### src/rtl/mdu_serial.sv
// Multi-cycle RV32M multiply/divide unit: radix-2 shift-add multiply and restoring
// divide on operand magnitudes, followed by one sign/special-case fix cycle.
module mdu_serial #(
    parameter int XLEN = 32,
    parameter int ITER = 32
) (
    input  logic            clk_i,
    input  logic            rst_ni,
    input  logic            valid_i,
    output logic            ready_o,
    input  logic [2:0]      op_i,
    input  logic [XLEN-1:0] a_i,
    input  logic [XLEN-1:0] b_i,
    input  logic            kill_i,
    output logic            valid_o,
    output logic [XLEN-1:0] result_o
);

    localparam int CW = $clog2(ITER);
    localparam logic [CW-1:0] CNT_LAST = CW'(ITER - 1);

    localparam logic [2:0] OP_MUL    = 3'd0;
    localparam logic [2:0] OP_MULH   = 3'd1;
    localparam logic [2:0] OP_MULHSU = 3'd2;
    localparam logic [2:0] OP_MULHU  = 3'd3;
    localparam logic [2:0] OP_DIV    = 3'd4;
    localparam logic [2:0] OP_DIVU   = 3'd5;
    localparam logic [2:0] OP_REM    = 3'd6;
    localparam logic [2:0] OP_REMU   = 3'd7;

    typedef enum logic [1:0] {
        S_IDLE = 2'd0,
        S_CALC = 2'd1,
        S_FIX  = 2'd2,
        S_DONE = 2'd3
    } state_e;

    state_e              state_q,  state_d;
    logic [CW-1:0]       cnt_q,    cnt_d;
    logic [2:0]          op_q,     op_d;
    logic                a_neg_q,  a_neg_d;
    logic                b_neg_q,  b_neg_d;
    logic [XLEN-1:0]     a_mag_q,  a_mag_d;
    logic [XLEN-1:0]     b_mag_q,  b_mag_d;
    logic [2*XLEN-1:0]   prod_q,   prod_d;
    logic [XLEN:0]       rem_q,    rem_d;
    logic [XLEN-1:0]     quo_q,    quo_d;
    logic [XLEN-1:0]     result_q, result_d;
    logic                valid_q,  valid_d;

    logic                a_signed_s, b_signed_s;
    logic                a_in_neg_s, b_in_neg_s;
    logic [XLEN-1:0]     a_in_mag_s, b_in_mag_s;
    logic [XLEN:0]       mul_sum_s;
    logic [XLEN:0]       div_shift_s, div_diff_s;
    logic [2*XLEN-1:0]   prod_fix_s;
    logic [XLEN-1:0]     quo_fix_s, rem_fix_s, a_orig_s;
    logic                b_zero_s;
    logic [XLEN-1:0]     fix_result_s;

    // Operand signedness of the incoming request.
    always_comb begin
        a_signed_s = 1'b0;
        b_signed_s = 1'b0;
        case (op_i)
            OP_MULH, OP_DIV, OP_REM: begin
                a_signed_s = 1'b1;
                b_signed_s = 1'b1;
            end
            OP_MULHSU: begin
                a_signed_s = 1'b1;
                b_signed_s = 1'b0;
            end
            default: begin
                a_signed_s = 1'b0;
                b_signed_s = 1'b0;
            end
        endcase
    end

    assign a_in_neg_s = a_signed_s & a_i[XLEN-1];
    assign b_in_neg_s = b_signed_s & b_i[XLEN-1];
    assign a_in_mag_s = a_in_neg_s ? ({XLEN{1'b0}} - a_i) : a_i;
    assign b_in_mag_s = b_in_neg_s ? ({XLEN{1'b0}} - b_i) : b_i;

    // Multiplier: upper half accumulates, lower half shifts the multiplier out LSB first.
    assign mul_sum_s   = {1'b0, prod_q[2*XLEN-1:XLEN]}
                       + (prod_q[0] ? {1'b0, a_mag_q} : {(XLEN+1){1'b0}});
    // Divider: dividend bits leave quo_q MSB first while quotient bits enter at the LSB.
    assign div_shift_s = {rem_q[XLEN-1:0], quo_q[XLEN-1]};
    assign div_diff_s  = div_shift_s - {1'b0, b_mag_q};

    assign prod_fix_s = (a_neg_q ^ b_neg_q) ? ({(2*XLEN){1'b0}} - prod_q) : prod_q;
    assign quo_fix_s  = (a_neg_q ^ b_neg_q) ? ({XLEN{1'b0}} - quo_q) : quo_q;
    assign rem_fix_s  = a_neg_q ? ({XLEN{1'b0}} - rem_q[XLEN-1:0]) : rem_q[XLEN-1:0];
    assign a_orig_s   = a_neg_q ? ({XLEN{1'b0}} - a_mag_q) : a_mag_q;
    assign b_zero_s   = (b_mag_q == {XLEN{1'b0}});

    // Final result selection; signed overflow falls out of the magnitude path naturally.
    always_comb begin
        fix_result_s = {XLEN{1'b0}};
        case (op_q)
            OP_MUL:                       fix_result_s = prod_fix_s[XLEN-1:0];
            OP_MULH, OP_MULHSU, OP_MULHU: fix_result_s = prod_fix_s[2*XLEN-1:XLEN];
            OP_DIV, OP_DIVU:              fix_result_s = b_zero_s ? {XLEN{1'b1}} : quo_fix_s;
            OP_REM, OP_REMU:              fix_result_s = b_zero_s ? a_orig_s : rem_fix_s;
            default:                      fix_result_s = {XLEN{1'b0}};
        endcase
    end

    // Next-state and datapath update.
    always_comb begin
        state_d  = state_q;
        cnt_d    = cnt_q;
        op_d     = op_q;
        a_neg_d  = a_neg_q;
        b_neg_d  = b_neg_q;
        a_mag_d  = a_mag_q;
        b_mag_d  = b_mag_q;
        prod_d   = prod_q;
        rem_d    = rem_q;
        quo_d    = quo_q;
        result_d = result_q;
        valid_d  = 1'b0;
        case (state_q)
            S_IDLE: begin
                if (valid_i && !kill_i) begin
                    op_d    = op_i;
                    a_neg_d = a_in_neg_s;
                    b_neg_d = b_in_neg_s;
                    a_mag_d = a_in_mag_s;
                    b_mag_d = b_in_mag_s;
                    prod_d  = {{XLEN{1'b0}}, b_in_mag_s};
                    rem_d   = {(XLEN+1){1'b0}};
                    quo_d   = a_in_mag_s;
                    cnt_d   = {CW{1'b0}};
                    state_d = S_CALC;
                end else begin
                    state_d = S_IDLE;
                end
            end
            S_CALC: begin
                if (kill_i) begin
                    state_d = S_IDLE;
                end else begin
                    prod_d = {mul_sum_s, prod_q[XLEN-1:1]};
                    if (!div_diff_s[XLEN]) begin
                        rem_d = div_diff_s;
                        quo_d = {quo_q[XLEN-2:0], 1'b1};
                    end else begin
                        rem_d = div_shift_s;
                        quo_d = {quo_q[XLEN-2:0], 1'b0};
                    end
                    if (cnt_q == CNT_LAST) begin
                        state_d = S_FIX;
                    end else begin
                        cnt_d = cnt_q + {{(CW-1){1'b0}}, 1'b1};
                    end
                end
            end
            S_FIX: begin
                if (kill_i) begin
                    state_d = S_IDLE;
                end else begin
                    result_d = fix_result_s;
                    valid_d  = 1'b1;
                    state_d  = S_DONE;
                end
            end
            S_DONE: begin
                state_d = S_IDLE;
            end
            default: begin
                state_d = S_IDLE;
            end
        endcase
    end

    // State registers.
    always_ff @(posedge clk_i or negedge rst_ni) begin
        if (!rst_ni) begin
            state_q  <= S_IDLE;
            cnt_q    <= {CW{1'b0}};
            op_q     <= 3'd0;
            a_neg_q  <= 1'b0;
            b_neg_q  <= 1'b0;
            a_mag_q  <= {XLEN{1'b0}};
            b_mag_q  <= {XLEN{1'b0}};
            prod_q   <= {(2*XLEN){1'b0}};
            rem_q    <= {(XLEN+1){1'b0}};
            quo_q    <= {XLEN{1'b0}};
            result_q <= {XLEN{1'b0}};
            valid_q  <= 1'b0;
        end else begin
            state_q  <= state_d;
            cnt_q    <= cnt_d;
            op_q     <= op_d;
            a_neg_q  <= a_neg_d;
            b_neg_q  <= b_neg_d;
            a_mag_q  <= a_mag_d;
            b_mag_q  <= b_mag_d;
            prod_q   <= prod_d;
            rem_q    <= rem_d;
            quo_q    <= quo_d;
            result_q <= result_d;
            valid_q  <= valid_d;
        end
    end

    assign ready_o  = (state_q == S_IDLE);
    assign valid_o  = valid_q;
    assign result_o = result_q;

endmodule

### config.mk
export PLATFORM = sky130hd
export DESIGN_NAME = mdu_serial
export DESIGN_NICKNAME = d
export VERILOG_FILES = /design/src/rtl/mdu_serial.sv
export SDC_FILE = /design/constraint.sdc
export NUM_CORES = 1
export LEC_CHECK = 0
export ABC_AREA = 0
export CAP_MARGIN = 25
export CORE_UTILIZATION = 56
export DETAILED_ROUTE_END_ITERATION = 16
export HOLD_SLACK_MARGIN = 0.12
export PLACE_DENSITY = 0.78
export SETUP_SLACK_MARGIN = 0.05
export SYNTH_ARGS = -nofsm -noshare
export SYNTH_HDL_FRONTEND = slang
export SYNTH_SLANG_ARGS = --single-unit
export TNS_END_PERCENT = 30
### constraint.sdc
create_clock -name clk_i -period 3.7 [get_ports clk_i]
set_clock_uncertainty 0.1 [all_clocks]
set_input_delay 0.74 -clock clk_i [delete_from_list [all_inputs] [get_ports clk_i]]
set_output_delay 0.74 -clock clk_i [all_outputs]
set_load 0.01 [all_outputs]
==> impl_metrics.toml, run 1 <==
[power_and_ir_drop]
finalPower_mw = 16.3
peakVddDrop_mv = 0.541
power_density_nw_per_um2 = 721
p_leak_nw = 9.59

[global_routing]
grt_max_degree = 141
grt_use_total_pct = 41.3
grt_antenna_before_repair = 4
grt_pass1_vias = 18200
overflow = 0
grt_first_pass_wirelength_mm = 107

[floorplanning]
die_w_microns = 186
row_count = 67
start_util_pct = 56.8
die_height_microns = 186
pin_count = 105
core_sq_um = 33400
die-area_sq_um = 34700

[timing]
finalCritPeriodShare_pct = 95.7
setup_tns_ns = 0
relSlewSlack_pct = 38.6
finalCriticalPeriod_ns = 3.54
max_freq_mhz = 283
rsz0062_at_grt = "no"
drv_slew = 0
worst_pin_slew_ns = 0.919
hold_viol = 0
timing.final.ws_setup_ns = 0.160
setup_violations = 0

[detailed_routing]
wire_per_inst_microns = 23.5
ant_nets = 0
drt-initial-drc-count = 2269
via_per_inst = 6.50
dr.pass1.iters = 6
via_count = 20000
wirelength_mm = 72.3
drcViolationCount = 0

[placement]
dp_hpwl_mm = 55.3
place_area_sq_um = 21500
io_buffers = 104
gp_congestion = 1.04
dp_slack_ns = -0.0608

[clocking]
clock_latency_ns = 0.59
clk_pin_slew_ns = 0.06
root_buffer = "clkbuf_16"
htreeDepth = 1
cts_tree = "done"
clkSinkCount = 237
numCtsBuffers = 27
clockBufferDepth = 3

[worst_hold_path]
hold_path_class = "flop to flop"

[critical_path]
start_kind = "flop"
cp.required_ns = 4.05
cp-end-kind = "flop"
crit_fanout = 5
max_stage_delay_ns = 0.59
reg2reg_slack_ns = 0.16
slowest_stage = "or4_4"
crit_chain = "or4_4 -> nand4bb_1 -> or3_4 -> or4_1 -> o21ai_0 -> xor2_1 -> o22ai_1 -> a2111oi_2 -> a21oi_1"
path_class = "flop to flop"
crit_arrival_ns = 3.89

[logic_synthesis]
netlist-cell-type-count = 79
synthTopCellsByArea = "dfrtp_1, o21ai_0, nand2_1"
syn_area_sq_um = 19000
yosysTopAreaCell = "dfrtp_1"
async_flop_share_pct = 100
yosys.area.top_type_share_pct = 31.2
avgSynthCellArea_sq_um = 7.76
ys_seq_elements = 237
synth_fp_nets = 2592
synth_edf_count = 0
synth_flop_cell = "dfrtp_1"
yosysWarnings = 0
synth_cells = 2447
synth-seq-area-share_pct = 31.2

[cells_and_area]
fin_nets = 2750
diodes = 0
final_util_pct = 67.6
syn2layout_area_growth_pct = 19.0
layout-drive-gt1-share_pct = 11.0
final_cell_area_sq_um = 22600

[flow_run]
max-cap-violations = 0

[outcome]
status = "finished, final reports clean"
## timing repair
item,CTS,global route
gates resized for setup,7,28
buffers inserted,0,1
hold buffers,1,0
endpoints found under the setup margin,4,24
pin swaps,1,1
endpoints found under the hold margin,1,0
## worst max-delay path, delay by kind of cell, from the launching register on
family	cells	cell delay (ns)
AO/OA/AOI/OAI	4	0.88
XOR/XNOR	1	0.30
flip-flops	1	0.39
AND/OR/NAND/NOR	4	1.75
## synth_stat cells, drive strengths merged, types with 10 or more instances
| cell | instances |
|---|---|
| or2 | 10 |
| o31ai | 41 |
| o221ai | 10 |
| nor2 | 218 |
| nand2b | 19 |
| a21o | 30 |
| mux2i | 37 |
| nand2 | 319 |
| o41ai | 20 |
| o211ai | 16 |
| xnor2 | 123 |
| clkbuf | 127 |
| xor2 | 102 |
| and2 | 38 |
| or4 | 20 |
| nand3 | 27 |
| nor2b | 15 |
| o21ai | 311 |
| a31oi | 32 |
| nor3 | 58 |
| or3 | 33 |
| buf | 21 |
| inv | 76 |
| nand4 | 16 |
| o21a | 11 |
| ha | 72 |
| dfrtp | 237 |
| nor4 | 38 |
| a21oi | 227 |
## cells by family after synthesis
logic type / share of synthesized area (%)
xor gates and xnor gates: 10.4
AOI/OAI and AO/OA: 24.8
buffers and inverters: 4.46
muxes: 3.13
and+or+nand+nor: 21.1
DFF: 31.2
adders and majority gates: 4.95
## metal layers
layer | vias to the layer above | GRT usage (%) | share of wire [%]
met2 | 1084 | 62.2 | 43
met4 | 0 | 17.7 | 5.0
met3 | 190 | 9.17 | 10
met1 | 9622 | 57.0 | 42
met5 | - | 0 | 0
li1 | 9095 | - | -
## sequential cells by signal, indices dropped and copies added, names as in the netlist, 2 cells and up
name      cells
op_q          3
cnt_q         5
b_mag_q      32
prod_q       64
a_mag_q      32
rem_q        32
state_q       2
result_o     32
quo_q        32
## area by class of cell
class | count | area [sq um]
Multi-Input combinational cell | 1986 | 12400
Fill cell | 2808 | 10800
Sequential cell | 237 | 5930
Timing Repair Buffer | 277 | 2450
Clock buffer | 40 | 785
Tap cell | 448 | 561
Inverter | 76 | 285
Clock inverter | 10 | 169
## where the power goes
part / switching (mW) / internal (mW) / total (mW)
logic: 5.32 / 3.60 / 8.92
registers: 1.15 / 3.28 / 4.43
clock network: 1.20 / 1.75 / 2.96
total: 7.67 / 8.63 / 16.3
## path summary, 6_finish.rpt
| kind | start | to | cells after the start |
|---|---|---|---|
| max in group asynchronous | rst_ni | b_mag_q[4]$_DFFE_PN0P_ | 3 |
| min in group asynchronous | rst_ni | cnt_q[4]$_DFFE_PN0P_ | 2 |
| setup reg to reg | rem_q[16]$_DFFE_PN0P_ | result_o[31]$_DFFE_PN0P_ | 9 |
| setup / recovery | rem_q[16]$_DFFE_PN0P_ | result_o[31]$_DFFE_PN0P_ | 9 |
| hold / removal | result_o[8]$_DFFE_PN0P_ | result_o[8]$_DFFE_PN0P_ | 2 |
| hold reg to reg | result_o[8]$_DFFE_PN0P_ | result_o[8]$_DFFE_PN0P_ | 2 |
## stage by stage
stage                     instances  hold WS [ns]
after global routing           3074         0.411
after global placement         3022         0.365
after detailed placement       3022         0.373
after CTS                      3073         0.388
after floorplan                2447         0.344
final                          3074         0.382
## cell usage in the layout, fill, tap and decap left out, drive strengths merged, types with 10 or more instances in the layout
cell	netlist	layout
nand2	319	319
o21ai	311	311
dfrtp	237	237
a21oi	227	227
nor2	218	218
buf	21	173
xnor2	123	123
clkdlybuf4s50	0	103
xor2	102	102
inv	76	78
ha	72	72
nor3	58	58
o31ai	41	41
clkbuf	127	40
and2	38	38
nor4	38	38
mux2i	37	37
or3	33	33
a31oi	32	32
a21o	30	30
nand3	27	27
or4	20	20
o41ai	20	20
nand2b	19	19
o211ai	16	16
nand4	16	16
nor2b	15	15
o21a	11	11
o221ai	10	10
or2	10	10
(Power assumes the default switching activity.)
==> inputs of run 2 (changes only) <==
--- a/config.mk
+++ b/config.mk
@@ -12,6 +12,7 @@
 export HOLD_SLACK_MARGIN = 0.12
 export PLACE_DENSITY = 0.78
 export SETUP_SLACK_MARGIN = 0.05
+export SKIP_LAST_GASP = 1
 export SYNTH_ARGS = -nofsm -noshare
 export SYNTH_HDL_FRONTEND = slang
 export SYNTH_SLANG_ARGS = --single-unit
==> impl_metrics.toml, run 2 (synthesis results as in run 1) <==
[clocking]
htreeDepth = 1
clock_latency_ns = 0.59
clockBufferDepth = 3
clkSinkCount = 237
clk_pin_slew_ns = 0.06
numCtsBuffers = 27
root_buffer = "clkbuf_16"
cts_tree = "done"

[timing]
drv_slew = 0
max_freq_mhz = 273
finalCritPeriodShare_pct = 98.9
setup_violations = 0
finalCriticalPeriod_ns = 3.66
worst_pin_slew_ns = 0.936
rsz0062_at_grt = "yes"
relSlewSlack_pct = 37.5
hold_viol = 0
setup_tns_ns = 0

[global_routing]
grt_use_met1_pct = 57.0
grt_use_total_pct = 41.3
grt_max_degree = 141
grt_pass1_vias = 18200
grt_use_met3_pct = 9.17
met2_usage_pct = 62.2
grt_first_pass_wirelength_mm = 107
grt_antenna_before_repair = 4
top_usage_layer = "met2"
overflow = 0

[floorplanning]
die_w_microns = 186
die-area_sq_um = 34700
row_count = 67
die_height_microns = 186
start_util_pct = 56.8
pin_count = 105
core_sq_um = 33400

[detailed_routing]
drt-initial-drc-count = 2291
via_count = 20000
wire_per_inst_microns = 23.5
dr.pass1.iters = 6
drcViolationCount = 0
wirelength_mm = 72.4
via_per_inst = 6.51
ant_nets = 0

[placement]
io_buffers = 104
dp_hpwl_mm = 55.3
gp_congestion = 1.04

[power_and_ir_drop]
peakVddDrop_mv = 0.538
power_frac_comb_pct = 54.7
p_int_mw = 8.63
power_density_nw_per_um2 = 722
finalPower_mw = 16.3
p_sw_mw = 7.67
swShare_pct = 47.1
p_clk_share_pct = 18.1
p_leak_nw = 9.59
p_seq_share_pct = 27.2

[outcome]
status = "finished, final reports clean"

[cells_and_area]
layout-drive-gt1-share_pct = 10.9
registers.top_by_ff_count = "prod_q"
syn2layout_area_growth_pct = 18.8
mostFrequentLayoutCells = "nand2_1, o21ai_0, dfrtp_1, a21oi_1, nor2_1"
largest_reg_flops = 64
final_util_pct = 67.5
layout_commonest_cell = "nand2_1"
fin_nets = 2750
nFillCells = 2810

[critical_path]
crit_arrival_ns = 4.05
start_kind = "flop"
cp.required_ns = 4.09
crit_fanout = 4
cp-end-kind = "flop"
path_class = "flop to flop"

[flow_run]
max-cap-violations = 0

[worst_hold_path]
hold_path_class = "flop to flop"
run 2: cell types whose count changed in the layout (fill, tap and decap cells not counted), sizes merged:
cell,delta
diode,+1
run 2: final timing paths:
| kind | startpoint | to | slack [ns] | cells past startpoint |
|---|---|---|---|---|
| max | a_mag_q[0]$_DFFE_PN0P_ | result_o[16]$_DFFE_PN0P_ | 0.04 | 13 |
| min | result_o[8]$_DFFE_PN0P_ | result_o[8]$_DFFE_PN0P_ | 0.38 | 2 |
| max reg2reg | a_mag_q[0]$_DFFE_PN0P_ | result_o[16]$_DFFE_PN0P_ | 0.04 | 13 |
| min reg2reg | result_o[8]$_DFFE_PN0P_ | result_o[8]$_DFFE_PN0P_ | 0.38 | 2 |
| max in group asynchronous | rst_ni | b_mag_q[4]$_DFFE_PN0P_ | 2.00 | 3 |
| min in group asynchronous | rst_ni | cnt_q[4]$_DFFE_PN0P_ | 0.63 | 2 |
run 2: per-layer routing:
metal	share of wire [%]	vias to the layer above
li1	-	9093
met1	42	9604
met2	43	1119
met3	10	198
met4	5.2	0
met5	0	-
run 2: timing repair:
action / in CTS / in global routing
cloned: 0 / 0
buffers inserted: 0 / 1
hold buffers: 1 / 0
setup endpoints to repair: 4 / 24
resized for setup: 7 / 24
pin swaps: 1 / 1
hold endpoints to repair: 1 / 0
run 2: power groups by stage:
stage	clock network, mW	logic, mW	registers (mW)
6_report	2.96	8.92	4.43
5_1_grt	3.05	9.58	4.48
4_1_cts	2.97	8.58	4.35
3_5_place_dp	0	8.51	4.38
3_3_place_gp	0	8.33	4.36
2_1_floorplan	0	5.62	4.02
run 2: final cells by class:
| class | count | area (sq um) | area share (%) |
|---|---|---|---|
| Multi-Input combinational cell | 1986 | 12400 | 54.9 |
| Sequential cell | 237 | 5930 | 26.3 |
| Timing Repair Buffer | 277 | 2450 | 10.9 |
| Clock buffer | 40 | 785 | 3.47 |
| Tap cell | 448 | 561 | 2.48 |
| Inverter | 76 | 285 | 1.26 |
| Clock inverter | 10 | 169 | 0.748 |
| Antenna cell | 1 | 2.50 | 0.0111 |
run 2: through the flow:
stage,hold slack (ns),cells,setup slack [ns],cell area (sq um)
6_report,0.382,3075,0.0402,22600
3_3_place_gp,0.365,3022,0.0100,21500
3_5_place_dp,0.373,3022,-0.0608,21500
2_1_floorplan,0.344,2447,0.202,19000
5_1_grt,0.411,3074,-0.0205,22600
4_1_cts,0.388,3073,0.0430,22500
run 2: critical path, cell delays in order, from the launching register on:
cell and delay [ns]:
dfrtp_1 0.38, inv_1 0.08, buf_4 0.12, ha_1 0.20, or4b_2 0.66, buf_4 0.19, or3_1 0.41, buf_4 0.19
o41ai_1 0.42, mux4_2 0.35, a31oi_1 0.07, o21ai_0 0.08, a21oi_1 0.10, o21ai_0 0.20
==> RTL change 1: new RTL, config.mk and constraints of run 1 <==
Re-encode `state_e` (4 states) as one-hot, 4 bits wide.
--- a/src/rtl/mdu_serial.sv
+++ b/src/rtl/mdu_serial.sv
@@ -30,7 +30,7 @@
 
-    typedef enum logic [1:0] {
-        S_IDLE = 2'd0,
-        S_CALC = 2'd1,
-        S_FIX  = 2'd2,
-        S_DONE = 2'd3
+    typedef enum logic [3:0] {
+        S_IDLE = 4'b0001,
+        S_CALC = 4'b0010,
+        S_FIX  = 4'b0100,
+        S_DONE = 4'b1000
     } state_e;
Check against the original RTL: same outputs for any inputs over 10 cycles, from zero or initial values and one cycle with rst_ni low; not proved beyond that.
==> RTL change 1 against run 1 <==
  * Final area decreased by 2.9%
  * Wire length decreased by 9.2%
  * Critical endpoint is now result_o[9]
  * Sequential share of layout area increased by 1.0 points
  * Count of clock-buffer cells in the layout decreased by 3
  * Area after synthesis decreased by 1.2%
  * Sequential cell count increased by 2
  * Via count decreased by 4.8%
  * Worst setup slack improved by 9.6 ps
  * Non-clock buffer count decreased by 60
Power is not compared: it rests on default switching activity, and its combinational part moved more than twofold at a synthesized area within 25%.
==> RTL change 1: results (changes against run 1) <==
Outcome - finished clean
Inst Count DP - 2877 (-4.8%)
First-pass GRT wire length - 102 mm (-4.5%)
Fraction of area in registers - 0.273 (+0.0102)
Top cells by area, synth - dfrtp_1 32%, o21ai_0 7.6%, nand2_1 6.0%, xor2_1 5.8%, xnor2_1 5.5%
Global routing usage on met3 - 0.0560 (-0.0357)
Initial DRC count - 2143 (-5.6%)
Clk_lat worst skew - 570 ps (-20 ps)
Fillers - 2780 (-1.0%)
Post-DP Area - 0.0208 mm^2 (-3.0%)
Yosys reg bits - 239 (+0.84%)
Post_cts resized - 0 (-7)
Post-synthesis mux area share - 0.0223 (-0.00908)
Num CTS Buffers - 28 (+3.7%)
Register area share after synthesis - 0.319 (+0.00654)
CP Data Arrival Time - 3860 ps (-30 ps)
Rel. slew slack - 0.404 (+0.0184)
#MultiIn Comb - 1911 (-3.8%)
Nets@finish - 2612 (-5.0%)
Inverter count - 70 (-7.9%)
Critical path fanouts, max - 4 (-1)
Largest net degree at the start of global routing - 94 (-33%)
Hpwl dp - 49.9 mm (-9.8%)
Clock buf count - 37 (-7.5%)
Synth top cells by count - 299 x nand2_1, 284 x o21ai_0, 238 x dfrtp_1
Synth Area in Compound Gates - 0.247 (-0.000442)
Non-clock buffer share - 0.0910 (-0.0174)
DRT Wirelength - 65.6 mm (-9.2%)
Met1 usage - 0.567 (-0.00289)
Worst path slowest cell - or4_1
Wire per inst - 22.4 um (-4.8%)
Initial antenna violation count - 1 (-3)
Xor/xnor share of the synthesized area - 0.113 (+0.00966)
==> RTL change 1: cell count changes after synthesis, sizes merged, moves of 8 or more <==
cell | run 1 | this run
nand2 | 319 | 299
or4 | 20 | 30
nand4 | 16 | 8
o21ai | 311 | 289
nor2 | 218 | 184
and3 | 9 | 17
or2 | 10 | 18
o22ai | 9 | 17
a21oi | 227 | 180
xor2 | 102 | 125
a21o | 30 | 41
==> RTL change 1: logic make-up after synthesis <==
kind of cell               count (synthesis)
muxes                                     38
xor gates and xnor gates                 243
and+or+nand+nor                          800
AOI/OAI and AO/OA                        756
buffers and inverters                    209
DFF                                      239
adders and majority gates                 74
==> RTL change 1: worst paths after layout <==
kind,from,endpoint,slack (ps),depth (start not counted)
worst min register to register,result_o[6],result_o[6],380,2
worst max register to register,prod_q[18],result_o[9],170,10
worst min-delay path,result_o[6],result_o[6],380,2
max in group asynchronous,rst_ni,state_q[0],1870,3
min in group asynchronous,rst_ni,rem_q[13],630,2
worst max-delay path,prod_q[18],result_o[9],170,10
==> RTL change 2: new RTL, flow settings as in run 1 <==
Without the edit above. The parameter `ITER` goes from 32 to 16.
--- a/src/rtl/mdu_serial.sv
+++ b/src/rtl/mdu_serial.sv
@@ -4,3 +4,3 @@
     parameter int XLEN = 32,
-    parameter int ITER = 32
+    parameter int ITER = 16
 ) (
Behaviour: same outputs for any inputs over 10 cycles, from zero or initial values and one cycle with rst_ni low; that may be too few to reach the edited logic, so the function may still have changed.
==> RTL change 2 against run 1 <==
  * Largest power group unchanged
  * Sequential cell count is 1 lower
  * Wire length is 0.50% higher
  * Final area is 0.24% higher
  * Hold slack hardly changed
  * Area after synthesis is 0.24% higher
  * Power is 27% higher
  * Global-route usage is 0.70 points lower
  * Worst setup slack worse by 75 ps
  * Largest cell class unchanged
==> RTL change 2: results (changes against run 1) <==
Outcome - finished clean
Reg2reg path depth - 15 (+6)
DRT Wirelength - 72.6 mm (+0.50%)
Max layer used - met5
Slowest cell delay on critical path - 440 ps (-150 ps)
Area taken by flip-flops and latches - 0.00591 mm^2 (-0.40%)
Switch Pwr - 10.5 mW (+37%)
Top cells by area, synth - dfrtp_1 31%, o21ai_0 7.8%, nand2_1 6.0%, a21oi_1 5.8%, xnor2_1 5.7%
Post-CTS Setup Repair Bufs - 3 (+3)
Repair and plain buffers - 262 (-5.4%)
Post-Syn Area per Cell - 7.78 um^2 (+0.16%)
Synth Area in Compound Gates - 0.251 (+0.00347)
Non-clock buffer share - 0.105 (-0.00358)
Vias per inst - 6.54 (+0.61%)
Pre-antenna DRT Iters - 8 (+2)
Fraction of area in multi-input gates - 0.554 (+0.00485)
Final hold slack - 382 ps (-0.489 ps)
Cell variety after synth - 87 (+10%)
Post-synthesis mux area share - 0.0194 (-0.0119)
Xor/xnor share of the synthesized area - 0.104 (+0.000668)
#MultiIn Comb - 2001 (+0.76%)
Clock buf count - 35 (-13%)
WHS Endpoint - result_o[5]
Static Leak - 9.65 nW (+0.57%)
Via Count - 20100 (+0.61%)
Met1 Routed Length - 29.6 mm (-2.2%)
Synth top cells by count - 306 x nand2_1, 296 x o21ai_0, 236 x dfrtp_1
Slew @ Worst Pin - 1170 ps (+252 ps)
Delay-heaviest family, CP - compound AO/OA/AOI/OAI gates
-- RTL change 2: cell types whose count changed after synthesis, sizes merged, moves of 7 or more --
cell	delta
a32oi	+7
nand2b	+9
clkbuf	-15
a211oi	+7
o221ai	-7
nand2	-12
and3	+9
or4	+10
or3	-10
mux2i	-15
-- RTL change 2: how the worst max path moves through the flow --
stage               startpoint           end  slack [ps]
floorplan            prod_q[0]    prod_q[63]         410
global placement      rem_q[0]  result_o[24]        -210
detailed placement    rem_q[0]  result_o[24]        -190
CTS                  prod_q[0]    prod_q[61]          30
global route         prod_q[0]    prod_q[63]         -20
finish               prod_q[0]    prod_q[61]          90
-- RTL change 2: worst reg2reg max path, cell delays in order (launching register included) --
cell	delay, ps
dfrtp_2	440
buf_12	140
and2_1	160
ha_4	230
nor2b_1	140
o31a_1	360
o31ai_4	250
o31ai_2	90
buf_4	150
a41o_1	230
a211o_1	350
a221oi_4	340
buf_4	160
buf_4	110
mux2i_1	190
nand2_1	60
